===== src/rtl/id_pkg.sv =====
// Shared decode constants, ALUOp encodings and the control bundle for the ID stage.
package id_pkg;

  localparam logic [6:0] OP_RTYPE  = 7'b0110011;
  localparam logic [6:0] OP_LOAD   = 7'b0000011;
  localparam logic [6:0] OP_STORE  = 7'b0100011;
  localparam logic [6:0] OP_BRANCH = 7'b1100011;

  localparam logic [2:0] F3_BEQ = 3'b000;
  localparam logic [2:0] F3_BNE = 3'b001;

  typedef enum logic [1:0] {
    AluOpAdd    = 2'b00,
    AluOpBranch = 2'b01,
    AluOpFunct  = 2'b10
  } aluop_e;

  typedef struct packed {
    logic   regwrite;
    logic   memread;
    logic   memwrite;
    logic   memtoreg;
    logic   alusrc;
    aluop_e aluop;
    logic   branch;
  } ctrl_t;

  function automatic ctrl_t decode(input logic [6:0] opcode, input logic [2:0] funct3);
    ctrl_t c;
    c = '0;
    case (opcode)
      OP_RTYPE: begin
        c.regwrite = 1'b1;
        c.aluop    = AluOpFunct;
      end
      OP_LOAD: begin
        c.alusrc   = 1'b1;
        c.memread  = 1'b1;
        c.memtoreg = 1'b1;
        c.regwrite = 1'b1;
      end
      OP_STORE: begin
        c.alusrc   = 1'b1;
        c.memwrite = 1'b1;
      end
      OP_BRANCH: begin
        // Only beq/bne are branches; other funct3 values fall through as no-ops.
        if (funct3 == F3_BEQ || funct3 == F3_BNE) begin
          c.branch = 1'b1;
          c.aluop  = AluOpBranch;
        end
      end
      default: ;
    endcase
    return c;
  endfunction

endpackage


===== src/rtl/id_regfile.sv =====
// Architectural register file: x0 hard-wired to zero, write-through bypass on both read ports.
module id_regfile #(
  parameter int unsigned XLEN  = 64,
  parameter int unsigned NREGS = 32,
  localparam int unsigned RW   = $clog2(NREGS)
) (
  input  logic            clk_i,
  input  logic            rst_ni,
  input  logic [RW-1:0]   raddr1_i,
  input  logic [RW-1:0]   raddr2_i,
  output logic [XLEN-1:0] rdata1_o,
  output logic [XLEN-1:0] rdata2_o,
  input  logic            we_i,
  input  logic [RW-1:0]   waddr_i,
  input  logic [XLEN-1:0] wdata_i
);

  logic [XLEN-1:0] regs_q [NREGS];

  always_ff @(posedge clk_i or negedge rst_ni) begin
    if (!rst_ni) begin
      for (int i = 0; i < NREGS; i++) regs_q[i] <= '0;
    end else if (we_i && waddr_i != '0) begin
      regs_q[waddr_i] <= wdata_i;
    end
  end

  always_comb begin
    rdata1_o = regs_q[raddr1_i];
    rdata2_o = regs_q[raddr2_i];
    if (we_i && raddr1_i == waddr_i) rdata1_o = wdata_i;
    if (we_i && raddr2_i == waddr_i) rdata2_o = wdata_i;
    if (raddr1_i == '0) rdata1_o = '0;
    if (raddr2_i == '0) rdata2_o = '0;
  end

endmodule


===== src/rtl/id_stage.sv =====
// Decode stage: control decode, register read, hazard stall, branch resolution, ID/EX register.
// Define ID_BRANCH_FWD_EN to build the MEM->ID branch operand forwarding path.
module id_stage
  import id_pkg::*;
#(
  parameter int unsigned XLEN  = 64,
  parameter int unsigned NREGS = 32,
  parameter int unsigned CNTW  = 16,
  localparam int unsigned RW   = $clog2(NREGS)
) (
  input  logic            clk,
  input  logic            rst_n,
  input  logic [31:0]     inst_id,
  input  logic [XLEN-1:0] pc_id,
  input  logic            valid_id,
  input  logic            wb_we,
  input  logic [RW-1:0]   wb_rd,
  input  logic [XLEN-1:0] wb_data,
  input  logic [RW-1:0]   ex_rd,
  input  logic            ex_regwrite,
  input  logic            ex_memread,
  input  logic [RW-1:0]   mem_rd,
  input  logic            mem_regwrite,
  input  logic            mem_memread,
  input  logic [XLEN-1:0] mem_result,
  output logic            pc_src,
  output logic [XLEN-1:0] pc_branch,
  output logic            pc_hold,
  output logic            ifid_hold,
  output logic            ifid_flush,
  output logic            idex_valid,
  output logic            idex_regwrite,
  output logic            idex_memread,
  output logic            idex_memwrite,
  output logic            idex_memtoreg,
  output logic            idex_alusrc,
  output logic [1:0]      idex_aluop,
  output logic [RW-1:0]   idex_rs1,
  output logic [RW-1:0]   idex_rs2,
  output logic [RW-1:0]   idex_rd,
  output logic [XLEN-1:0] idex_rdata1,
  output logic [XLEN-1:0] idex_rdata2,
  output logic [XLEN-1:0] idex_imm,
  output logic [CNTW-1:0] stall_cnt
);

  logic [6:0]      opcode;
  logic [2:0]      funct3;
  logic [RW-1:0]   rs1, rs2, rd;
  ctrl_t           ctrl;
  logic [XLEN-1:0] imm_i, imm_s, imm_b, imm;
  logic [XLEN-1:0] rdata1, rdata2, op1, op2;
  logic            ex_hit, mem_hit, stall_lu, stall_br_ex, stall_br_mem, stall;
  logic            issue, br_taken;

  assign opcode = inst_id[6:0];
  assign funct3 = inst_id[14:12];
  assign rd     = inst_id[7 +: RW];
  assign rs1    = inst_id[15 +: RW];
  assign rs2    = inst_id[20 +: RW];
  assign ctrl   = decode(opcode, funct3);

  assign imm_i = {{(XLEN-12){inst_id[31]}}, inst_id[31:20]};
  assign imm_s = {{(XLEN-12){inst_id[31]}}, inst_id[31:25], inst_id[11:7]};
  assign imm_b = {{(XLEN-13){inst_id[31]}}, inst_id[31], inst_id[7], inst_id[30:25],
                  inst_id[11:8], 1'b0};

  always_comb begin
    case (opcode)
      OP_LOAD:   imm = imm_i;
      OP_STORE:  imm = imm_s;
      OP_BRANCH: imm = imm_b;
      default:   imm = '0;
    endcase
  end

  id_regfile #(
    .XLEN  (XLEN),
    .NREGS (NREGS)
  ) u_regfile (
    .clk_i    (clk),
    .rst_ni   (rst_n),
    .raddr1_i (rs1),
    .raddr2_i (rs2),
    .rdata1_o (rdata1),
    .rdata2_o (rdata2),
    .we_i     (wb_we),
    .waddr_i  (wb_rd),
    .wdata_i  (wb_data)
  );

  assign ex_hit  = (rs1 != '0 && ex_rd == rs1) || (rs2 != '0 && ex_rd == rs2);
  assign mem_hit = (rs1 != '0 && mem_rd == rs1) || (rs2 != '0 && mem_rd == rs2);

  assign stall_lu    = valid_id & ex_memread & ex_hit;
  assign stall_br_ex = valid_id & ctrl.branch & ex_regwrite & ex_hit;

`ifdef ID_BRANCH_FWD_EN
  // A MEM-stage ALU result can feed the comparator; a MEM-stage load cannot.
  assign stall_br_mem = valid_id & ctrl.branch & mem_memread & mem_hit;
  assign op1 = (mem_regwrite && !mem_memread && rs1 != '0 && mem_rd == rs1) ? mem_result : rdata1;
  assign op2 = (mem_regwrite && !mem_memread && rs2 != '0 && mem_rd == rs2) ? mem_result : rdata2;
`else
  logic unused_mem_result;
  assign unused_mem_result = ^mem_result;
  assign stall_br_mem = valid_id & ctrl.branch & (mem_memread | mem_regwrite) & mem_hit;
  assign op1 = rdata1;
  assign op2 = rdata2;
`endif

  assign stall    = stall_lu | stall_br_ex | stall_br_mem;
  assign issue    = valid_id & ~stall;
  assign br_taken = (funct3 == F3_BEQ) ? (op1 == op2) : (op1 != op2);

  assign pc_src     = issue & ctrl.branch & br_taken;
  assign pc_branch  = pc_id + imm_b;
  assign pc_hold    = stall;
  assign ifid_hold  = stall;
  assign ifid_flush = pc_src;

  always_ff @(posedge clk or negedge rst_n) begin
    if (!rst_n) begin
      idex_valid    <= 1'b0;
      idex_regwrite <= 1'b0;
      idex_memread  <= 1'b0;
      idex_memwrite <= 1'b0;
      idex_memtoreg <= 1'b0;
      idex_alusrc   <= 1'b0;
      idex_aluop    <= 2'b00;
      idex_rs1      <= '0;
      idex_rs2      <= '0;
      idex_rd       <= '0;
      idex_rdata1   <= '0;
      idex_rdata2   <= '0;
      idex_imm      <= '0;
    end else begin
      // Bubble on stall or empty slot: controls cleared, operands still captured.
      idex_valid    <= issue;
      idex_regwrite <= issue & ctrl.regwrite;
      idex_memread  <= issue & ctrl.memread;
      idex_memwrite <= issue & ctrl.memwrite;
      idex_memtoreg <= issue & ctrl.memtoreg;
      idex_alusrc   <= issue & ctrl.alusrc;
      idex_aluop    <= issue ? ctrl.aluop : AluOpAdd;
      idex_rs1      <= rs1;
      idex_rs2      <= rs2;
      idex_rd       <= rd;
      idex_rdata1   <= rdata1;
      idex_rdata2   <= rdata2;
      idex_imm      <= imm;
    end
  end

  always_ff @(posedge clk or negedge rst_n) begin
    if (!rst_n) begin
      stall_cnt <= '0;
    end else if (stall && stall_cnt != {CNTW{1'b1}}) begin
      stall_cnt <= stall_cnt + CNTW'(1);
    end
  end

endmodule


===== config.mk =====
export PLATFORM = sky130hd
export DESIGN_NAME = id_stage
export DESIGN_NICKNAME = d
export VERILOG_FILES = /design/src/rtl/id_pkg.sv /design/src/rtl/id_regfile.sv /design/src/rtl/id_stage.sv
export SDC_FILE = /design/constraint.sdc
export NUM_CORES = 2
export LEC_CHECK = 0
export ABC_CLOCK_PERIOD_IN_PS = 5800
export CAP_MARGIN = 20
export CELL_PAD_IN_SITES_DETAIL_PLACEMENT = 0
export CELL_PAD_IN_SITES_GLOBAL_PLACEMENT = 2
export CORE_MARGIN = 2
export CORE_UTILIZATION = 25
export DETAILED_ROUTE_END_ITERATION = 16
export GPL_ROUTABILITY_DRIVEN = 0
export PLACE_DENSITY_LB_ADDON = 0.1
export REMOVE_ABC_BUFFERS = 1
export SLEW_MARGIN = 25
export SYNTH_ARGS = -nofsm -noshare
export SYNTH_HDL_FRONTEND = slang
export SYNTH_SLANG_ARGS = --single-unit

===== constraint.sdc =====
create_clock -name clk -period 5.8 [get_ports clk]
set_clock_uncertainty 0.15 [all_clocks]
set_input_delay 0.87 -clock clk [delete_from_list [all_inputs] [get_ports clk]]
set_output_delay 0.87 -clock clk [all_outputs]
set_load 0.03 [all_outputs]

==> impl_metrics.tcl <==
set metrics [dict create \
    outcome "finished with violations" \
    violations "negative setup slack" \
    antenna_left 0 \
    ios 546 \
    hold_path.class "reg2reg" \
    dpl-instance-area_um2 141000 \
    setup_slack_ns -0.315 \
    ys_ff_latch 2227 \
    critPathMaxFanout 12 \
    use_met1 0.328 \
    antenna_found_initial 55 \
    rsz0062_at_grt "true" \
    final_area_um2 154000 \
    critPathKind "in2out" \
    synth-compound-area-share 0.0507 \
    setup_tns_ns -0.698 \
    muxShareOfSynthArea 0.396 \
    avgViaCountPerCell 5.20 \
    hold_viol_final 0 \
    grtUsageMet2 0.374 \
    insertion_delay_ns 0.95 \
    power_density_nw_per_um2 341 \
    cts_made_buffers 298 \
    dp_hpwl_um 365000 \
    cts_tree "built" \
    cp_data_arrival_time_ns 5.09 \
    die_h_um 696 \
    h-tree-depth 5 \
    layout_common_cells "2227 x dfrtp_1, 2036 x mux2_2, 1077 x buf_4" \
    yosysUniqueCellTypes 90 \
    critPathBufInv 12 \
    maxSlewHeadroom 0.237 \
    grt_pass1_wl_um 776000 \
    synth-edff-count 0 \
    ir_drop_mv 0.215 \
    max_stage_delay_ns 0.37 \
    wirelength_um 568000 \
    syn_inst 8288 \
    fmax_mhz 164 \
    first_iter_violations 5910 \
    route.detailed.drc 0 \
    crit_top_cell "buf_12" \
    setup_viol 3 \
    rows 254 \
    cp_top_family "buffers and inverters" \
    grt_max_degree 166 \
    nets 9860 \
    worst_path_max_delay_cell "a32o_1" \
    path_cells "buf_16 > buf_4 > buf_12 > buf_12 > buf_4 > nor2_4 > nand3_4 > buf_12 > buf_12 > buf_4 > a32o_1 > xnor2_2 > buf_12 > nand4_1 > nor4_4 > nand4_4 > buf_12 > o21ai_4 > nor3b_4 > buf_6 > buf_12" \
    synth_top_family_by_area "multiplexers" \
    clkSinkCount 2227 \
    post-route-period-util 1.05 \
    synth_flop_cell "dfrtp_1" \
    fin_cells 16200 \
    critPathRequiredTime_ns 4.78 \
    start_util 0.251 \
    clockRootBuffer "clkbuf_16" \
    avgSynthCellArea_um2 14.4 \
    synthXorXnorAreaFrac 0.0114 \
    post_drt_wl_per_cell_um 35.1 \
    grt_pass1_vias 88200 \
    power.leakage_nw 66.2 \
    die_width_um 696 \
    utilization 0.323 \
    grt_usage 0.230 \
    core_um2 477000 \
    async_flop_share 1.00 \
    synth-adder-area-share 0.00676 \
    synth-simple-area-share 0.0304 \
    yosys_warnings 0 \
    tightestPinTransition_ns 1.14 \
    grt_use_met3 0.0291 \
    via_count 84200 \
    drv_slew 0 \
    clock_path_buffers 4 \
    netlist_area_um2 120000 \
    yosysSeqAreaShare 0.466 \
    dr.pass1.iters 6 \
    holdWs_ns 0.241 \
    endpoint_kind "output pin" \
    syn_to_final_growth_pct 29.0 \
    port_buffers 479 \
    drive_gt1_frac 0.532 \
    final_common_cell "dfrtp_1" \
    dp_cells 15400 \
    cap_violations 0 \
    top_usage_layer "met2" \
    fin_crit_ns 6.11 \
    clkTransAtPathRegs_ns 0.06 \
    cp-start-kind "input pin" \
    grt_overflow 0 \
    dieArea_um2 484000 \
]
[sequential cells by signal, indices dropped and copies added, names as in the netlist]
name and cells:
idex_memtoreg 1, idex_memwrite 1, idex_alusrc 1, idex_aluop 2
idex_rd 5, u_regfile.regs_q 2048, idex_rs1 5, idex_imm 13
idex_regwrite 1, idex_rs2 5, idex_rdata1 64, idex_rdata2 64
stall_cnt 16, idex_valid 1
[where the power goes]
group,internal [mW],leakage [nW],switching [mW]
Sequential,18.5,28.5,2.08
Combinational,7.17,32.8,5.90
Clock,11.2,4.81,7.74
[final cells by class]
class	count	area [um2]
Clock buffer	436	8780
Inverter	38	148
Timing Repair Buffer	1894	19900
Sequential cell	2227	55700
Clock inverter	86	933
Multi-Input combinational cell	5090	60700
Fill cell	47100	323000
Antenna cell	25	62.6
Tap cell	6400	8010
[timing repair]
action | in CTS | in global routing
hold buffers | 1 | 0
endpoints found under the hold margin | 54 | 0
buffers inserted | 141 | 74
setup endpoints to repair | 6 | 15
gates resized for setup | 264 | 116
cloned | 12 | 5
pin swaps | 54 | 60
[stage by stage]
stage               setup slack [ns]  total power, mW
finish                        -0.315             52.5
global route                  -0.445             54.9
CTS                           -0.288             53.0
detailed placement             -1.34             33.3
global placement               -1.38             33.0
floorplan                      -4.80             27.2
[per-layer routing]
layer	wire, um	share of wire
met2	267000	0.47
met4	13600	0.024
met3	26000	0.046
met5	50	0.000088
met1	261000	0.46
[cells in the mapped netlist, drive strengths merged (5+ instances only)]
library cell | n | area [um2]
or4 | 5 | 41.3
o21bai | 16 | 120
a221oi | 15 | 131
a2111oi | 6 | 52.6
a22o | 17 | 149
a32oi | 10 | 87.6
inv | 36 | 135
o22ai | 135 | 845
mux2i | 158 | 1580
buf | 300 | 2120
a21o | 50 | 375
dfrtp | 2227 | 55700
nor4 | 28 | 196
or3 | 15 | 93.8
o21ai | 158 | 791
o211ai | 14 | 105
o221ai | 16 | 140
and2 | 18 | 113
o22a | 5 | 43.8
or2 | 14 | 87.6
mux2 | 2036 | 22900
clkbuf | 633 | 2380
nand3b | 11 | 82.6
a211oi | 28 | 215
a21oi | 150 | 754
nor3 | 59 | 295
o31ai | 11 | 87.6
nand2 | 231 | 870
and3 | 19 | 119
o31a | 5 | 43.8
mux4 | 1011 | 22800
nand3 | 44 | 220
nor3b | 15 | 118
xor2 | 50 | 438
o21a | 12 | 90.1
nand2b | 22 | 138
a31oi | 28 | 175
nand4 | 37 | 238
ha | 63 | 788
nor2b | 27 | 169
xnor2 | 106 | 928
a221o | 9 | 90.1
nor2 | 197 | 739
a22oi | 184 | 1380
[final timing paths]
check / slack [ns] / end / depth (start not counted) / startpoint
max: -0.31 / pc_src / 21 / inst_id[16]
min: 0.24 / u_regfile.regs_q[2013]$_DFFE_PN0P_ / 0 / u_regfile.regs_q[2013]$_DFFE_PN0P_
max reg2reg: -0.01 / idex_rdata1[18]$_DFF_PN0_ / 38 / u_regfile.regs_q[338]$_DFFE_PN0P_
min reg2reg: 0.24 / u_regfile.regs_q[2013]$_DFFE_PN0P_ / 0 / u_regfile.regs_q[2013]$_DFFE_PN0P_
max in group asynchronous: 3.41 / idex_rdata1[16]$_DFF_PN0_ / 4 / rst_n
min in group asynchronous: 0.42 / u_regfile.regs_q[696]$_DFFE_PN0P_ / 2 / rst_n
[cells by family (layout without fill, tap and decap cells)]
family	after synthesis	in the layout
multiplexers	3205	3205
buffers and inverters	971	2454
AND/OR/NAND/NOR	755	755
flip-flops	2227	2227
XOR/XNOR	156	156
adder cells (fa/ha/maj)	64	64
AO/OA/AOI/OAI	910	910
other	0	25
No activity file was read; power rests on OpenSTA's default activity.
